<file path="config.mk">
export PLATFORM = sky130hd
export DESIGN_NAME = mmio_bus_controller
export DESIGN_NICKNAME = d
export VERILOG_FILES = /design/src/rtl/mmio_bus_controller.sv
export SDC_FILE = /design/constraint.sdc
export NUM_CORES = 1
export LEC_CHECK = 0
export BUFFER_PORTS_ARGS = -buffer_cell sky130_fd_sc_hd__buf_2
export CAP_MARGIN = 20
export CORE_ASPECT_RATIO = 0.7
export CORE_UTILIZATION = 45
export CTS_BUF_LIST = sky130_fd_sc_hd__clkbuf_16
export CTS_CLUSTER_DIAMETER = 150
export DETAILED_ROUTE_END_ITERATION = 10
export PLACE_DENSITY_LB_ADDON = 0.15
export RECOVER_POWER = 25
export SLEW_MARGIN = 20
export SYNTH_ARGS = -nofsm -noshare
export SYNTH_HDL_FRONTEND = slang
export SYNTH_SLANG_ARGS = --single-unit
</file>
<file path="constraint.sdc">
create_clock -name clk -period 3.2 [get_ports clk]
set_input_delay 0.48 -clock clk [delete_from_list [all_inputs] [get_ports clk]]
set_output_delay 0.48 -clock clk [all_outputs]
set_load 0.01 [all_outputs]
</file>
<file path="src/rtl/mmio_bus_controller.sv">
// MMIO decoder for the single-cycle core's data port: routes data memory vs. peripherals,
// owns the bomb/enemy registers and a PS/2 scancode FIFO, and returns read data combinationally.
module mmio_bus_controller #(
  parameter int          KB_DEPTH    = 4,
  parameter logic [31:0] BOMB_RESET  = 32'h0,
  parameter logic [31:0] ENEMY_RESET = 32'h0
) (
  input  logic        clk,
  input  logic        reset,
  input  logic        mem_write,
  input  logic        mem_read,
  input  logic [31:0] data_adr,
  input  logic [31:0] write_data,
  input  logic [31:0] dmem_rdata,
  input  logic [7:0]  kb_code,
  input  logic        kb_valid,
  output logic        dmem_we,
  output logic [31:0] read_data,
  output logic [31:0] bomb_q,
  output logic [31:0] enemy_q,
  output logic        kb_pending
);

  localparam int PTR_W = (KB_DEPTH > 1) ? $clog2(KB_DEPTH) : 1;
  localparam logic [PTR_W:0] DEPTH_C = (PTR_W + 1)'(KB_DEPTH);

  localparam logic [14:0] A_KBDATA = 15'h4000;
  localparam logic [14:0] A_KBSTAT = 15'h4001;
  localparam logic [14:0] A_BOMB   = 15'h4002;
  localparam logic [14:0] A_ENEMY  = 15'h4003;
  localparam logic [14:0] A_KBCTL  = 15'h4004;

  logic [7:0]       fifo_mem [KB_DEPTH];
  logic [PTR_W-1:0] wr_ptr;
  logic [PTR_W-1:0] rd_ptr;
  logic [PTR_W:0]   count;
  logic             overflow;

  logic is_periph, is_store, is_load;
  logic sel_kbdata, sel_bomb, sel_enemy, sel_kbctl;
  logic fifo_empty, fifo_full;
  logic do_pop, do_push, do_clear, do_drop;

  // A store takes priority over a load when both strobes are high.
  assign is_periph  = data_adr[16];
  assign is_store   = mem_write;
  assign is_load    = mem_read & ~mem_write;
  assign sel_kbdata = is_periph & (data_adr[16:2] == A_KBDATA);
  assign sel_bomb   = is_periph & (data_adr[16:2] == A_BOMB);
  assign sel_enemy  = is_periph & (data_adr[16:2] == A_ENEMY);
  assign sel_kbctl  = is_periph & (data_adr[16:2] == A_KBCTL);

  assign fifo_empty = (count == '0);
  assign fifo_full  = (count == DEPTH_C);
  assign do_clear   = is_store & sel_kbctl;
  assign do_pop     = is_load & sel_kbdata & ~fifo_empty;
  assign do_push    = kb_valid & (~fifo_full | do_pop);
  assign do_drop    = kb_valid & fifo_full & ~do_pop;

  assign dmem_we    = ~is_periph & mem_write & ~reset;
  assign kb_pending = ~fifo_empty;

  // Zero-latency read mux for the single-cycle core.
  always_comb begin
    read_data = 32'h0;
    if (!is_periph) begin
      read_data = dmem_rdata;
    end else begin
      case (data_adr[16:2])
        A_KBDATA: read_data = fifo_empty ? 32'h0 : {24'h0, fifo_mem[rd_ptr]};
        A_KBSTAT: read_data = {25'h0, 5'(count), overflow, ~fifo_empty};
        A_BOMB:   read_data = bomb_q;
        A_ENEMY:  read_data = enemy_q;
        default:  read_data = 32'h0;
      endcase
    end
  end

  // Game registers.
  always_ff @(posedge clk or posedge reset) begin
    if (reset) begin
      bomb_q  <= BOMB_RESET;
      enemy_q <= ENEMY_RESET;
    end else begin
      if (is_store && sel_bomb)  bomb_q  <= write_data;
      if (is_store && sel_enemy) enemy_q <= write_data;
    end
  end

  // FIFO control; a KBCTL store overrides any coincident push or pop.
  always_ff @(posedge clk or posedge reset) begin
    if (reset) begin
      wr_ptr   <= '0;
      rd_ptr   <= '0;
      count    <= '0;
      overflow <= 1'b0;
    end else if (do_clear) begin
      wr_ptr   <= '0;
      rd_ptr   <= '0;
      count    <= '0;
      overflow <= 1'b0;
    end else begin
      if (do_push) wr_ptr <= wr_ptr + PTR_W'(1);
      if (do_pop)  rd_ptr <= rd_ptr + PTR_W'(1);
      if (do_drop) overflow <= 1'b1;
      case ({do_push, do_pop})
        2'b10:   count <= count + (PTR_W + 1)'(1);
        2'b01:   count <= count - (PTR_W + 1)'(1);
        default: count <= count;
      endcase
    end
  end

  // Scancode storage; contents are don't-care outside the valid window.
  always_ff @(posedge clk) begin
    if (do_push && !do_clear) fifo_mem[wr_ptr] <= kb_code;
  end

endmodule

</file>
Yosys cells after proc, flatten, opt, wreduce, memory -nomap -nowiden
Memory sizes are Yosys's and may differ from the RTL's.
Index checks and enable logic that the tools add are counted.
{"block": "word_totals", "ram_bits": 32, "mem_count": 1, "output_inout_bits": 98, "reg_bits": 72, "in_bits": 109, "word_cells": 61}
{"memory": "fifo_mem", "words": 4, "word_bits": 8, "rd": 1, "rd_clocked_by_memory_dff": 0, "wr": 1, "line": "33", "source": "logic [7:0] fifo_mem [KB_DEPTH];"}
{"block": "classes", "add_sub_neg": 4, "n_eq_ne": 8, "n_mux": 13, "n_bitwise": 20, "n_reduce_logical": 9}
{"op": "case mux 32 bit (4 select lines)", "count": 1}
{"op": "== test 15 bit (second input constant)", "count": 5}
{"op": "two-way mux 32 bit", "count": 1}
{"op": "bitwise AND 1 bit", "count": 13}
{"op": "two-way mux 2 bit", "count": 4}
{"op": "two-way mux 8 bit", "count": 1}
{"op": "inverter 1 bit", "count": 6}
{"op": "case mux 3 bit (2 select lines)", "count": 1}
{"op": "nonzero test 2 bit", "count": 3}
{"op": "adder 2 x 1 -> 2 bit (second input constant)", "count": 2}
{"op": "two-way mux 1 bit", "count": 4}
{"op": "adder 3 x 1 -> 3 bit (second input constant)", "count": 1}
{"op": "== test 3 bit (second input constant)", "count": 1}
{"op": "logical AND 1 bit", "count": 3}
{"op": "logical NOT 3 bit", "count": 1}
{"op": "two-way mux 3 bit", "count": 1}
{"op": "nonzero test 3 bit", "count": 1}
{"op": "subtractor 3 x 1 -> 3 bit (second input constant)", "count": 1}
{"op": "== test 2 x 1 -> 1 bit (second input constant)", "count": 1}
{"op": "== test 2 bit (second input constant)", "count": 1}
{"op": "logical NOT 1 bit", "count": 1}
{"op": "OR 1 bit", "count": 1}

Longest topological paths before layout
{"block": "depth", "ltp_word": 9, "ltp_mapped": 7}

Worst setup path before layout
No wires, ideal clock.
{"block": "synth_path", "path_kind": "in2out", "start": "input port data_adr[11]", "end": "output port read_data[11]", "path_stages": 6, "path_slack_ns": 0.271, "arrival_time_ns": 2.449, "cell_sequence": "or4_1 -> nor4_1 -> clkbuf_1 -> nand2_1 -> clkbuf_1 -> o22ai_1"}
{"block": "synth_between", "elab_chain_len": 3}
{"item": "from (decl)", "line": "12", "source": "input logic [31:0] data_adr,"}
{"item": "== test 15 bit", "line": "69", "source": "case (data_adr[16:2])"}
{"item": "case mux 32 bit (4 select lines) *", "line": "69"}
{"item": "two-way mux 32 bit *", "line": "66", "source": "if (!is_periph) begin"}
{"item": "to (decl)", "line": "18", "source": "output logic [31:0] read_data,"}
Mark *: on every way between the ends. The rest lies on a longest branch, timed or not.

Worst setup path in the final report
{"block": "layout_path", "start": "input port data_adr[11]", "end": "output port read_data[2]"}
The elaborated chain is that of the path after synthesis.

==> impl_summary.txt <==
----------------------------------------------------
[Global route]
  Number of antenna violations at the first check in global routing ... 0
  Global routing usage summed across all routing layers ... 23.6%
  GRT Residual Overflow ... 0
  Pin count of the biggest net entering global routing ... 34
  Vias in the first global route ... between 3k and 4k
  First-pass GRT wire length ... ~21,000 µm

[Placed design]
  HPWL after detailed placement ... roughly 9600 µm
  Count of placed standard cells including taps ... 704
  Number of port buffers ... 189
  Routability Congestion ... 0.844

[Setup path]
  Standard cell with the maximum stage delay on the critical path ... sky130_fd_sc_hd__or4_1
  Worst-path cell chain ... buf_2, or4_1, or4_4, nor3b_4, buf_4, a21o_1, buf_2
  Register-to-register setup slack ... about 0.73 ns
  Nature of the critical path startpoint ... input pin
  Required time worst endpoint ... approximately 2.7 ns
  Class of the most critical setup path ... in2out
  Kind of capture point of the worst setup path ... primary output
  CP Depth ... 7
  Depth of the most critical reg-to-reg path ... 8
  Cell seen most often among critical-path stages ... sky130_fd_sc_hd__buf_2
  Highest cell delay on the worst timing path ... ~0.60 ns
  Data arrival at the endpoint of the critical path ... 2.49 ns
  Category of cells accounting for the largest share of critical-path delay ... simple AND/OR/NAND/NOR gates
  Critical Path Fanout Max ... 4
  Number of buffer and inverter stages on the critical path ... 3

[Timing]
  Hold WS ... 0.371 ns
  Post-route minimum period ... slightly below 3 ns
  RSZ-0062 raised after global routing ... false
  Clock skew after layout ... a little under 0.01 ns
  Worst slew margin ... between 20% and 30%
  Maximum operating frequency ... ~0.34 GHz
  TNS Setup ... 0 ns
  Max-slew violations ... 0
  Slew @ Worst Pin ... approximately 1.1 ns
  Final hold violation count ... 0
  Share of the clock period used by the worst path ... ~93%
  Count of endpoints failing setup in the final report ... 0

[Worst hold path]
  Hold crit path type ... in2reg
  Cell depth of the worst hold path ... 2

[Detailed routing]
  Average detailed-routed wire length per instance ... approximately 18 µm
  Number of remaining DRC errors ... 0
  Antenna Violating Nets Remaining ... 0
  Iteration count of the initial detailed-routing pass ... 4
  Starting DRT DRC Count ... between 100 and 150
  Routed via count divided by cell count ... about 5.3
  Routed via count ... between 3k and 4k
  DRT Wirelength ... 12,900 µm

[Clocking]
  H-tree depth ... 3
  Clk Latency, worst-skew pair ... about 0.34 ns
  Count of clock tree sinks ... 104
  Clock Tree Root ... sky130_fd_sc_hd__clkbuf_16
  Post_cts resized ... 0
  Total CTS buffers ... 9
  Hold-fix buffers at CTS ... 0
  Clock Tree Buf Depth ... 2
  CTS clk-pin slew, worst paths ... 0.07 ns
  Clock tree from TritonCTS ... done
  Number of post-CTS setup repair buffers ... 0

[Synth]
  Count of distinct cell types in the synthesized netlist ... 37
  Net count after synthesis ... 484
  Count of yosys warnings during synthesis ... 0
  Most common flop cell mapped by yosys ... sky130_fd_sc_hd__dfrtp_1
  Fraction of registers with async set/reset ... about 70%
  Synthesized area per cell ... between 10 and 15 µm²
  Part of the Yosys area used for sequential elements ... between 50% and 60%
  Count of flip-flops with a built-in enable after synthesis ... 32
  Gate Count Post-Synth ... 370
  Seq cells post-synth ... ~100
  Post-synthesis instance area ... between 5000 and 6000 µm²

[Pwr]
  Overall power ... about 0.0031 W
  Leakage power summed over all cells ... 3.54 nW
  Worst vdd rail ir drop ... roughly 0.27 mV
  PD cells ... ~480 nW/µm²

[Flow run]
  Count of max-cap constraint violations ... 0

[Finish]
  Fraction of layout instances using a drive strength above 1 ... between 50% and 60%
  Fill cell total of the finished layout ... 924
  Util after Layout ... 61.3%
  Net count reported at finish ... between 600 and 700
  Post-Layout Cell Count ... just over 700
  Relative area change from synthesis to final layout ... 29.0%
  Antenna cell count ... 0

[Die]
  Die Y ... around 91 µm
  Starting density of the core ... between 40% and 50%
  I/O pin count ... 207
  Die extent in x ... 129 µm
  Area enclosed by the die boundary ... approximately 12,000 µm²
  Cell Rows ... 31
  Core footprint ... roughly 11,000 µm²

[Outcome]
  Outcome ... complete, no violations

----------------------------------------------------
==> worst reg2reg max path, cell delays in order (launching register included) <==
cell and delay, ns:
sky130_fd_sc_hd__dfrtp_1 0.47, sky130_fd_sc_hd__nor3_1 0.63, sky130_fd_sc_hd__inv_1 0.15, sky130_fd_sc_hd__nand3b_1 0.17, sky130_fd_sc_hd__nor3b_1 0.08, sky130_fd_sc_hd__buf_4 0.15, sky130_fd_sc_hd__fa_1 0.37, sky130_fd_sc_hd__mux2i_1 0.18
sky130_fd_sc_hd__mux2i_1 0.19
==> synthesized netlist by cell type, drive strengths merged, types with 2 or more instances <==
cell type | instances | share of area [%]
mux2 | 64 | 16
ha | 4 | 0.99
buf | 6 | 0.89
nor2 | 7 | 0.52
nor4 | 3 | 0.37
a21o | 5 | 0.74
and3 | 4 | 0.50
a21oi | 4 | 0.40
clkbuf | 14 | 1.0
nor3b | 3 | 0.67
o22ai | 24 | 3.0
or4 | 4 | 0.67
nand2 | 10 | 0.79
edfxtp | 32 | 19
o221ai | 8 | 1.4
nor3 | 2 | 0.20
nand2b | 3 | 0.37
nand3 | 10 | 0.99
mux2i | 36 | 7.1
mux4 | 8 | 3.6
inv | 37 | 2.7
dfrtp | 72 | 36
==> per-layer routing <==
metal  vias to the layer above  track usage [%]  routed length [µm]
met1                      1885             31.5                5680
met4                         0             6.18                 188
met3                        16             5.75                 908
met5                         -                0                   0
li1                       1752                -                   -
met2                       155             38.4                6160
==> layout make-up <==
type / count / area, µm² / share of cell area, %
clock buffers: 9 / 225 / 3.46
clock inverters: 7 / 68.8 / 1.06
inverters: 37 / 139 / 2.13
multi-input cells: 209 / 2070 / 31.7
flip-flops and latches: 104 / 2760 / 42.4
well taps: 148 / 185 / 2.84
repair buffers: 206 / 1070 / 16.4
==> cells in the final DEF, fill, tap and decap left out, types with 5 or more instances in the layout <==
cell                        count
sky130_fd_sc_hd__mux2_2        34
sky130_fd_sc_hd__mux4_2         8
sky130_fd_sc_hd__nand3_1       10
sky130_fd_sc_hd__a21o_1         5
sky130_fd_sc_hd__inv_1         37
sky130_fd_sc_hd__buf_4         15
sky130_fd_sc_hd__clkbuf_16      9
sky130_fd_sc_hd__nor2_1         7
sky130_fd_sc_hd__nand2_1        9
sky130_fd_sc_hd__o221ai_1       8
sky130_fd_sc_hd__mux2_4        30
sky130_fd_sc_hd__o22ai_1       24
sky130_fd_sc_hd__clkbuf_1      10
sky130_fd_sc_hd__mux2i_1       36
sky130_fd_sc_hd__dfrtp_1       72
sky130_fd_sc_hd__edfxtp_1      32
sky130_fd_sc_hd__buf_2        180
==> logic make-up (layout without fill, tap and decap cells) <==
kind of cell | count (synthesis) | after routing | share of synthesized area, %
DFF | 104 | 104 | 54.7
AOI/OAI and AO/OA | 42 | 42 | 5.65
muxes | 108 | 108 | 27.2
adders and majority gates | 5 | 5 | 1.39
xor gates and xnor gates | 2 | 2 | 0.347
and+or+nand+nor | 52 | 52 | 6.09
buffers and inverters | 57 | 259 | 4.68
==> flip-flops by register name, indices dropped and copies added, names as in the netlist <==
signal and cells:
fifo_mem 32, rd_ptr 2, wr_ptr 2, count 3, bomb_q 32, enemy_q 32, overflow 1
==> per-stage QoR <==
step	area [µm²]	setup WS, ns
2_1_floorplan	5050	0.271
3_3_place_gp	6230	0.267
3_5_place_dp	6230	0.247
4_1_cts	6530	0.244
5_1_grt	6520	0.176
6_report	6520	0.232
==> power by group <==
group / switching, W / total [W] / internal [W]
Sequential: 0.0000643 / 0.00156 / 0.00150
Clock: 0.000492 / 0.00110 / 0.000608
Combinational: 0.000266 / 0.000473 / 0.000207
Total: 0.000822 / 0.00313 / 0.00231
==> path summary, 6_finish.rpt <==
check,start,end
setup / recovery,data_adr[11],read_data[2]
hold / removal,write_data[3],bomb_q[3]$_DFFE_PP0P_
setup reg to reg,count[1]$_DFFE_PP0P_,count[2]$_DFFE_PP0P_
hold reg to reg,enemy_q[27]$_DFFE_PP0P_,enemy_q[27]$_DFFE_PP0P_
max in group asynchronous,reset,enemy_q[29]$_DFFE_PP0P_
min in group asynchronous,reset,bomb_q[1]$_DFFE_PP0P_
(Power assumes the default switching activity.)
